### config.mk
export PLATFORM = sky130hd
export DESIGN_NAME = char_draw_scheduler
export DESIGN_NICKNAME = d
export VERILOG_FILES = /design/src/rtl/char_draw_scheduler.sv
export SDC_FILE = /design/constraint.sdc
export NUM_CORES = 1
export LEC_CHECK = 0
export CAP_MARGIN = 20
export CORE_ASPECT_RATIO = 1.2
export CORE_MARGIN = 1.5
export CORE_UTILIZATION = 35
export DETAILED_ROUTE_END_ITERATION = 16
export GPL_ROUTABILITY_DRIVEN = 0
export PLACE_DENSITY = 0.95
export SLEW_MARGIN = 10
export SYNTH_ARGS = -nofsm -noshare
export SYNTH_HDL_FRONTEND = slang
export SYNTH_SLANG_ARGS = --single-unit
### constraint.sdc
create_clock -name clock -period 3.1 [get_ports clock]
set_clock_uncertainty 0.1 [all_clocks]
set_input_delay 0.62 -clock clock [delete_from_list [all_inputs] [get_ports clock]]
set_output_delay 0.62 -clock clock [all_outputs]
set_load 0.05 [all_outputs]
### src/rtl/char_draw_scheduler.sv
// char_draw_scheduler
// Arbitrates two push requesters onto the character stack's single push port.
// On each frame_start it drains the stack in LIFO order and presents every
// entry to the character renderer over a valid/ready handshake.
module char_draw_scheduler #(
    parameter int CHAR_ID_WIDTH = 8,
    parameter int X_WIDTH       = 9,
    parameter int Y_WIDTH       = 9
) (
    input  logic                     clock,
    input  logic                     reset,
    // requester 0
    input  logic                     req0_valid,
    input  logic [CHAR_ID_WIDTH-1:0] req0_char,
    input  logic [X_WIDTH-1:0]       req0_x,
    input  logic [Y_WIDTH-1:0]       req0_y,
    output logic                     req0_ready,
    // requester 1
    input  logic                     req1_valid,
    input  logic [CHAR_ID_WIDTH-1:0] req1_char,
    input  logic [X_WIDTH-1:0]       req1_x,
    input  logic [Y_WIDTH-1:0]       req1_y,
    output logic                     req1_ready,
    // stack buffer
    output logic                     stack_push,
    output logic [CHAR_ID_WIDTH-1:0] stack_char,
    output logic [X_WIDTH-1:0]       stack_x,
    output logic [Y_WIDTH-1:0]       stack_y,
    output logic                     stack_pop,
    input  logic [CHAR_ID_WIDTH-1:0] stack_char_out,
    input  logic [X_WIDTH-1:0]       stack_x_out,
    input  logic [Y_WIDTH-1:0]       stack_y_out,
    input  logic                     stack_empty,
    input  logic                     stack_full,
    // frame and renderer
    input  logic                     frame_start,
    output logic                     draw_valid,
    input  logic                     draw_ready,
    output logic [CHAR_ID_WIDTH-1:0] draw_char,
    output logic [X_WIDTH-1:0]       draw_x,
    output logic [Y_WIDTH-1:0]       draw_y,
    // status
    output logic                     busy,
    output logic                     frame_overrun
);

    typedef enum logic [1:0] {
        ST_IDLE = 2'd0,
        ST_POP  = 2'd1,
        ST_WAIT = 2'd2,
        ST_OUT  = 2'd3
    } state_t;

    state_t                     r_state;
    state_t                     w_state_nxt;
    logic                       r_last_grant;
    logic                       w_grant0;
    logic                       w_grant1;
    logic [CHAR_ID_WIDTH-1:0]   r_draw_char;
    logic [X_WIDTH-1:0]         r_draw_x;
    logic [Y_WIDTH-1:0]         r_draw_y;

    // State register; reset abandons any drain in progress.
    always_ff @(posedge clock or posedge reset) begin
        if (reset) begin
            r_state <= ST_IDLE;
        end else begin
            r_state <= w_state_nxt;
        end
    end

    // Next-state logic for the drain sequence POP -> WAIT -> OUT.
    always_comb begin
        w_state_nxt = r_state;
        case (r_state)
            ST_IDLE: begin
                if (frame_start && !stack_empty) begin
                    w_state_nxt = ST_POP;
                end else begin
                    w_state_nxt = ST_IDLE;
                end
            end
            ST_POP: begin
                w_state_nxt = ST_WAIT;
            end
            ST_WAIT: begin
                w_state_nxt = ST_OUT;
            end
            ST_OUT: begin
                if (draw_ready) begin
                    if (stack_empty) begin
                        w_state_nxt = ST_IDLE;
                    end else begin
                        w_state_nxt = ST_POP;
                    end
                end else begin
                    w_state_nxt = ST_OUT;
                end
            end
            default: begin
                w_state_nxt = ST_IDLE;
            end
        endcase
    end

    // Round-robin grant: only while idle and the stack has room.
    always_comb begin
        w_grant0 = 1'b0;
        w_grant1 = 1'b0;
        if ((r_state == ST_IDLE) && !stack_full) begin
            if (req0_valid && req1_valid) begin
                if (r_last_grant) begin
                    w_grant0 = 1'b1;
                end else begin
                    w_grant1 = 1'b1;
                end
            end else if (req0_valid) begin
                w_grant0 = 1'b1;
            end else if (req1_valid) begin
                w_grant1 = 1'b1;
            end else begin
                w_grant0 = 1'b0;
                w_grant1 = 1'b0;
            end
        end else begin
            w_grant0 = 1'b0;
            w_grant1 = 1'b0;
        end
    end

    // Push data mux; driven to zero when nothing is granted.
    always_comb begin
        stack_char = '0;
        stack_x    = '0;
        stack_y    = '0;
        case ({w_grant1, w_grant0})
            2'b01: begin
                stack_char = req0_char;
                stack_x    = req0_x;
                stack_y    = req0_y;
            end
            2'b10: begin
                stack_char = req1_char;
                stack_x    = req1_x;
                stack_y    = req1_y;
            end
            default: begin
                stack_char = '0;
                stack_x    = '0;
                stack_y    = '0;
            end
        endcase
    end

    // Remember the last winner; reset favours requester 0 on the first tie.
    always_ff @(posedge clock or posedge reset) begin
        if (reset) begin
            r_last_grant <= 1'b1;
        end else if (w_grant0) begin
            r_last_grant <= 1'b0;
        end else if (w_grant1) begin
            r_last_grant <= 1'b1;
        end else begin
            r_last_grant <= r_last_grant;
        end
    end

    // Capture popped entry in WAIT (stack data is valid one cycle after pop).
    always_ff @(posedge clock or posedge reset) begin
        if (reset) begin
            r_draw_char <= '0;
            r_draw_x    <= '0;
            r_draw_y    <= '0;
        end else if (r_state == ST_WAIT) begin
            r_draw_char <= stack_char_out;
            r_draw_x    <= stack_x_out;
            r_draw_y    <= stack_y_out;
        end else begin
            r_draw_char <= r_draw_char;
            r_draw_x    <= r_draw_x;
            r_draw_y    <= r_draw_y;
        end
    end

    // Strobes and status decode straight from the state register, so a
    // push (IDLE only) and a pop (POP only) can never coincide.
    assign req0_ready    = w_grant0;
    assign req1_ready    = w_grant1;
    assign stack_push    = w_grant0 | w_grant1;
    assign stack_pop     = (r_state == ST_POP);
    assign draw_valid    = (r_state == ST_OUT);
    assign draw_char     = r_draw_char;
    assign draw_x        = r_draw_x;
    assign draw_y        = r_draw_y;
    assign busy          = (r_state != ST_IDLE);
    assign frame_overrun = frame_start & (r_state != ST_IDLE);

endmodule

== Yosys cells after proc, flatten, opt, wreduce, memory -nomap -nowiden ==
Index checks and enable logic that the tools add are counted.

* Reductions and logical operators: 8
* Mux-type cells: 18
* Eq/ne operators: 5
* Bitwise logic cells: 2

{| class="wikitable"
|+ Operator list
! operator !! count
|-
| $pmux W9 S2 || 2
|-
| $pmux W8 S2 || 1
|-
| $mux W1 || 13
|-
| $pmux W2 S4 || 1
|-
| $eq A2 B2 Y1 const B || 3
|-
| $eq A2 B1 Y1 const B || 2
|-
| $reduce_bool A2 Y1 || 2
|-
| $logic_and A1 B1 Y1 || 3
|-
| $logic_not A1 Y1 || 2
|-
| $logic_not A2 Y1 || 1
|-
| $mux W2 || 1
|-
| $and A1 B1 Y1 || 1
|-
| $or A1 B1 Y1 || 1
|}

* Input bits: 86
* Logic and storage cells: 38
* Bits in registers: 29

== Depth between registers and ports, before layout ==
Gate-level depths: netlist of the first run.

* Word-level depth: 6
* Gate-level depth with buffers: 8
* Gate-level depth less buffers: 6

== Least setup slack after synthesis of the first run ==
No wires, ideal clock.

* Kind: input port to output port
* Start point: input port stack_full
* End point: output port stack_x[0]
* Slack: -0.423 ns
* Path buffers: 2
* Stages: 8
* Required time: 2.380 ns
* Data arrival time: 2.803 ns
* Path through: nor3_1 nand3_1 inv_1 ha_1 clkbuf_1 buf_2 a22oi_1 nor2b_1

* Word-level cells in the longest chain between the ends: 5
* Elaborated cells on any way between the ends: 7

{| class="wikitable"
|+ Ends and longest elaborated chain
! element !! RTL line !! text
|-
| from (decl) || 34 || <nowiki>input logic stack_full,</nowiki>
|-
| $logic_not A1 Y1 * || 110 || <nowiki>if ((r_state == ST_IDLE) && !stack_full) begin</nowiki>
|-
| $logic_and A1 B1 Y1 * || 110 ||
|-
| $mux W1 * || 110 ||
|-
| via req0_ready || 17 || <nowiki>output logic req0_ready,</nowiki>
|-
| $eq A2 B2 Y1 / $eq A2 B1 Y1 (equally long branches) || 136 || <nowiki>case ({w_grant1, w_grant0})</nowiki>
|-
| $pmux W9 S2 * || 136 ||
|-
| to (decl) || 27 || <nowiki>output logic [X_WIDTH-1:0] stack_x,</nowiki>
|}

Mark *: on every way through the listed nets, which the timed path passes. The rest lies on a longest branch.

== Worst setup path in the final report of the first run ==
* Start point: input port req1_valid
* End point: output port stack_char[4]

* Word-level cells in the longest chain between the ends: 6
* Elaborated cells on any way between the ends: 10

{| class="wikitable"
|+ Ends and longest elaborated chain
! element !! RTL line !! text
|-
| from (decl) || 19 || <nowiki>input logic req1_valid,</nowiki>
|-
| $mux W1 || 119 || <nowiki>end else if (req1_valid) begin</nowiki>
|-
| $mux W1 || 117 || <nowiki>end else if (req0_valid) begin</nowiki>
|-
| $mux W1 || 111 || <nowiki>if (req0_valid && req1_valid) begin</nowiki>
|-
| $mux W1 || 110 ||
|-
| $eq A2 B2 Y1 / $eq A2 B1 Y1 (equally long branches) || 136 ||
|-
| $pmux W8 S2 * || 136 ||
|-
| to (decl) || 26 || <nowiki>output logic [CHAR_ID_WIDTH-1:0] stack_char,</nowiki>
|}

Every way passes the cells marked *; elsewhere a longest branch is shown, timed or not.

==> results of run 1 <==
[layer usage]
metal | vias up | wire length, um | GRT usage [%]
li1 | 806 | - | -
met1 | 866 | 2060 | 22.0
met2 | 120 | 3890 | 47.5
met3 | 14 | 652 | 7.65
met4 | 0 | 181 | 11.8
met5 | - | 0 | 0
[placed cells by master, fill, tap and decap left out, types with 5 or more instances in the layout]
master | synthesis | final
clkdlybuf4s50_1 | 0 | 114
nor2b_4 | 1 | 22
dfrtp_1 | 28 | 28
buf_12 | 2 | 32
buf_4 | 0 | 11
mux2_2 | 8 | 8
mux2_4 | 20 | 20
a22oi_2 | 0 | 12
clkbuf_8 | 0 | 7
a22oi_1 | 26 | 14
nor2b_2 | 0 | 5
[power by group through the flow]
stage | combinational [uW] | clock (uW) | sequential [uW]
final | 1950 | 337 | 714
after detailed placement | 1920 | 0 | 716
after global routing | 2020 | 359 | 734
after global placement | 1880 | 0 | 690
after CTS | 1930 | 347 | 714
after floorplan | 708 | 0 | 1310
[state kept, by name, indices dropped and copies added, names as in the netlist]
name and count:
r_last_grant 1, draw_x 9, draw_char 8, draw_y 9, r_state 2
[logic make-up (layout without fill, tap and decap cells)]
kind of cell | Yosys count | after routing | synth area share [%]
AOI/OAI and AO/OA | 28 | 28 | 12.1
adders and majority gates | 3 | 3 | 2.21
buffers and inverters | 16 | 171 | 6.19
DFF | 29 | 29 | 42.8
muxes | 28 | 28 | 23.0
and+or+nand+nor | 38 | 38 | 13.7
[through the flow]
step | hold slack, ns | utilization [%] | cell area [um^2] | total power [uW] | setup slack (ns)
finish | 0.404 | 85.6 | 3960 | 3000 | -0.0291
CTS | 0.408 | 83.3 | 3850 | 3000 | 0.00125
detailed placement | 0.394 | 80.4 | 3720 | 2630 | -0.200
global placement | 0.390 | 80.4 | 3720 | 2570 | -0.104
floorplan | 0.453 | - | 1880 | 2020 | -0.0737
global route | 0.425 | 85.6 | 3960 | 3120 | -0.0880
[worst max-delay path by stage]
stage,startpoint,to,slack (ns),cells after the start
floorplan,stack_full,stack_x[0],-0.07,8
global placement,stack_full,stack_char[6],-0.10,10
detailed placement,stack_full,stack_y[1],-0.20,8
CTS,stack_full,stack_x[2],0.001,10
global route,req1_valid,stack_x[8],-0.09,9
finish,req1_valid,stack_char[4],-0.03,9
[final cells by class]
| type | count | area (um^2) |
|---|---|---|
| Clock buffer | 7 | 96.3 |
| Clock inverter | 1 | 5.00 |
| Fill cell | 228 | 667 |
| Inverter | 5 | 26.3 |
| Multi-Input combinational cell | 97 | 1160 |
| Sequential cell | 29 | 727 |
| Tap cell | 58 | 72.6 |
| Timing Repair Buffer | 158 | 1880 |
[worst max-delay path, delay by kind of cell]
kind,cells,cell delay (ns)
compound gates,1,0.32
buf+inv,4,0.98
fa+ha+maj,1,0.18
simple gates,3,0.32
[what timing repair did]
action / CTS / global route
pin swaps: 2 / 3
buffers inserted: 0 / 2
setup endpoints to repair: 26 / 26
resized for setup: 7 / 16
==> flow_summary.ini, run 1 <==
[hold_path]
min_path_cells = 1
hold_class = reg -> reg
hp-start = draw_x[0]
whs_endpoint = draw_x[0]

[cells_and_area]
area_growth_syn_to_layout_pct = 133
nNetsFinal = 385
drive_gt1_share_pct = 43.1
stdcell_count = 355
antenna_cells = 0

[grt]
track_usage_pct = 24.5
grt_max_degree = 20
grt_first_pass_wirelength_mm = 9.51
first_global_vias = 1983
gr-total-overflow = 0
antenna_found_initial = 0

[sta]
finalCritPeriodShare_pct = 101
totalNegativeSetupSlack_ns = -0.0411
finalSetupViolCount = 3
drv_slew = 0
setup_slack_ns = -0.0291
max_slew_margin_pct = 64.1
max_freq_ghz = 0.320
rsz0062_at_grt = yes
period_minus_slack_ns = 3.13
hold_violations = 0
worstMarginPinSlew_ns = 0.537

[die]
dieArea_um2 = 5280
num_rows = 27
core_um2 = 4630
start_util_pct = 36.7
ios = 145
die_x_um = 66.6
die_h_um = 79.3

[pwr]
p_int_uw = 1640
p_switching_uw = 1360
power_frac_comb_pct = 65.0
power_frac_seq_pct = 23.8
p_leak_uw = 0.00147
power_density_nw_per_um2 = 758
p_sw_share_pct = 45.4
clock_power_share_pct = 11.2
max-vdd-ir-drop_mv = 0.402

[logic_synthesis]
netlist_area_um2 = 1700
yosysWarnings = 0
synth_cell_type_count = 23
synth_area_leaders = dfrtp_1 (41%), mux2_4 (18%), a22oi_1 (11%)
ys_seq_area_share_pct = 42.8
synthFlopType = dfrtp_1
yosys.cell_count.top_type = dfrtp_1
synth_top_cell_by_area = dfrtp_1
synthesis.nets = 231
async_flop_share_pct = 100
syn_area_per_cell_um2 = 12.0
synth_top_area_share_pct = 41.3
ys_ff_latch = 29
synthCells = 142
yosys-top-cells-count = dfrtp_1 (28), a22oi_1 (26), nor2b_1 (26)
synth-edff-count = 0

[place]
dp_cells = 345
dp_hpwl_mm = 5.20
io_buffers = 144

[setup_path]
worstPathArrival_ns = 2.41
critical_path_peak_fanout = 8
max_stage_delay_ns = 0.53
r2r_slack_ns = 1.28
required_ns = 2.38
crit_slowest_cell = clkdlybuf4s50_1
worstPathCellList = clkdlybuf4s50_1 -> nand2b_1 -> nand3_4 -> clkinvlp_4 -> ha_4 -> buf_4 -> a22oi_1 -> nor2b_4 -> buf_12
start_kind = primary input
criticalPathCategory = in -> out
endpoint_kind = primary output
r2r_start = r_state[0]
r2r-end = r_last_grant
rr_worst_depth = 5

[detailed_routing]
drt_first_iter_violations = 66
antenna_left = 0
wl_mm = 6.78
viasPerCell = 5.09
vias = 1806
firstDrtPassIters = 4
drc = 0
wire_per_inst_um = 19.1

[outcome]
violations = negative setup slack
status = complete, but fails checks

[clocking]
ctsHtreeMaxLevel = 2
path_clk_slew_ns = 0.06
clock_latency_ns = 0.28
hold_buffers = 0
clock_sinks = 29
cts_buffer_depth = 2
cts_buffers = 5
cts_tree = built
cts-root-buf = clkbuf_8

[job]
maxCapViolCount = 0
Note: power is estimated with default switching activity, not from simulation.
==> run 2, diff against run 1 <==
--- a/config.mk
+++ b/config.mk
@@ -9,6 +9,7 @@
 export CORE_ASPECT_RATIO = 1.2
 export CORE_MARGIN = 1.5
 export CORE_UTILIZATION = 35
+export CTS_BUF_LIST = sky130_fd_sc_hd__clkbuf_2
 export DETAILED_ROUTE_END_ITERATION = 16
 export GPL_ROUTABILITY_DRIVEN = 0
 export PLACE_DENSITY = 0.95
==> run 2 against run 1 <==
  * The run now ends clean
  * Maximum frequency grew 6.1%
  * Combinational power about the same
  * Worst setup slack better by 0.18 ns
  * Cell count unchanged
  * Via count is 1.6% lower
  * Routed wire length down 5.7%
  * Utilization fell by 1.8 points
  * Highest routed layer unchanged
==> flow_summary.ini, run 2 (same netlist as run 1, synthesis figures left out) <==
[outcome]
status = completed

[cells_and_area]
final_cell_mix = clkdlybuf4s50_1 (112), buf_12 (32), dfrtp_1 (27)
fin_area_um2 = 3880
area_growth_syn_to_layout_pct = 128
drive_gt1_share_pct = 41.1
antenna_cells = 0
stdcell_count = 355
layout_commonest_cell = clkdlybuf4s50_1
fill_cells = 238
multi_input_area_um2 = 1130
final_util_pct = 83.8
nNetsFinal = 385
register_area_um2 = 728

[detailed_routing]
viasPerCell = 5.01
drc = 0
antenna_left = 0
wire_per_inst_um = 18.0
firstDrtPassIters = 4
drt_first_iter_violations = 62
vias = 1778
wl_mm = 6.39

[job]
maxCapViolCount = 0

[clocking]
path_clk_slew_ns = 0.14
cts-root-buf = clkbuf_2
cts_buffer_depth = 2
clock_sinks = 29
clock_latency_ns = 0.33
ctsHtreeMaxLevel = 2
hold_buffers = 0
cts_buffers = 5
cts_tree = built

[sta]
max_slew_margin_pct = 65.2
max_freq_ghz = 0.339
rsz0062_at_grt = no
period_minus_slack_ns = 2.95
finalCritPeriodShare_pct = 95.1
finalSetupViolCount = 0
drv_slew = 0
worstMarginPinSlew_ns = 0.520
hold_violations = 0

[die]
die_h_um = 79.3
core_um2 = 4630
start_util_pct = 36.7
num_rows = 27
ios = 145
die_x_um = 66.6
dieArea_um2 = 5280

[place]
dp_hpwl_mm = 5.20
place_area_um2 = 3720
dp_cells = 345
io_buffers = 144

[setup_path]
worstPathArrival_ns = 2.23
worstPathCellList = nor3_4 -> nand3_4 -> clkinvlp_4 -> ha_4 -> buf_12 -> a22oi_1 -> buf_4 -> nor2b_4 -> buf_12
endpoint_kind = primary output
crit_slowest_cell = dfrtp_2
cp_common_cell = buf_12
start_kind = flip-flop
critical_path_peak_fanout = 18
criticalPathCategory = reg -> out
max_stage_delay_ns = 0.50
required_ns = 2.38

[grt]
gr-total-overflow = 0
grt_first_pass_wirelength_mm = 9.55
track_usage_pct = 24.4
first_global_vias = 1925
antenna_found_initial = 0
grt_max_degree = 20

[pwr]
power_density_nw_per_um2 = 727
max-vdd-ir-drop_mv = 0.385
power_uw = 2820
p_leak_uw = 0.00146

[hold_path]
hold_class = reg -> reg
-- run 2: cell types whose count changed in the layout (fill, tap and decap cells not counted) --
cell,change
a22oi_1,+5
a22oi_2,-5
clkbuf_2,+5
clkbuf_8,-7
clkdlybuf4s50_1,-2
clkinv_1,+2
dfrtp_1,-1
dfrtp_2,+1
dlymetal6s2s_1,+2
-- run 2: timing repair --
action,CTS,global route
setup endpoints to repair,26,26
setup buffers,0,2
pin swaps,2,4
resized for setup,7,14
-- run 2: per-stage QoR --
stage	hold WS, ns	setup WS, ns	setup TNS (ns)
after detailed placement	0.394	-0.200	-4.24
final	0.423	0.151	0
after CTS	0.425	0.00117	0
after floorplan	0.453	-0.0737	-0.0737
after global routing	0.444	0.0108	0
after global placement	0.390	-0.104	-1.58
-- run 2: where the power goes --
part / total [uW] / switching (uW) / internal, uW / leakage [uW]
combinational: 1940 / 1080 / 856 / 0.00109
clock: 172 / 122 / 49.4 / 0.0000278
sequential: 709 / 132 / 578 / 0.000336
-- run 2: area by class of cell --
class	count	area share (%)
multi-input combinational	97	29.2
sequential	29	18.8
clock buffer	5	0.645
clock inverter	3	0.323
tap	58	1.87
timing repair buffer	158	48.5
inverter	5	0.677
-- run 2: worst paths after layout --
check                           slack (ns)  depth (start not counted)        from         end
worst min register to register        0.42                          1   draw_x[0]   draw_x[0]
worst min-delay path                  0.42                          1   draw_x[0]   draw_x[0]
max in group asynchronous             1.84                          3       reset   draw_x[5]
worst max register to register        1.28                          3  r_state[1]   draw_x[4]
worst max-delay path                  0.15                          9  r_state[0]  stack_x[2]
min in group asynchronous             0.45                          2       reset   draw_y[0]
-- run 2: critical path: cells and delay by family, from the launching register on --
kind	cells	cell delay, ns
and+or+nand+nor	3	0.59
buffers and inverters	4	0.56
DFF	1	0.50
adders and majority gates	1	0.15
AOI/OAI and AO/OA	1	0.10
-- run 2: metal layers --
layer,GRT usage [%],part of all wire [%]
met4,9.80,2.1
met2,47.4,57
met1,22.8,31
met5,0,0
met3,7.65,10
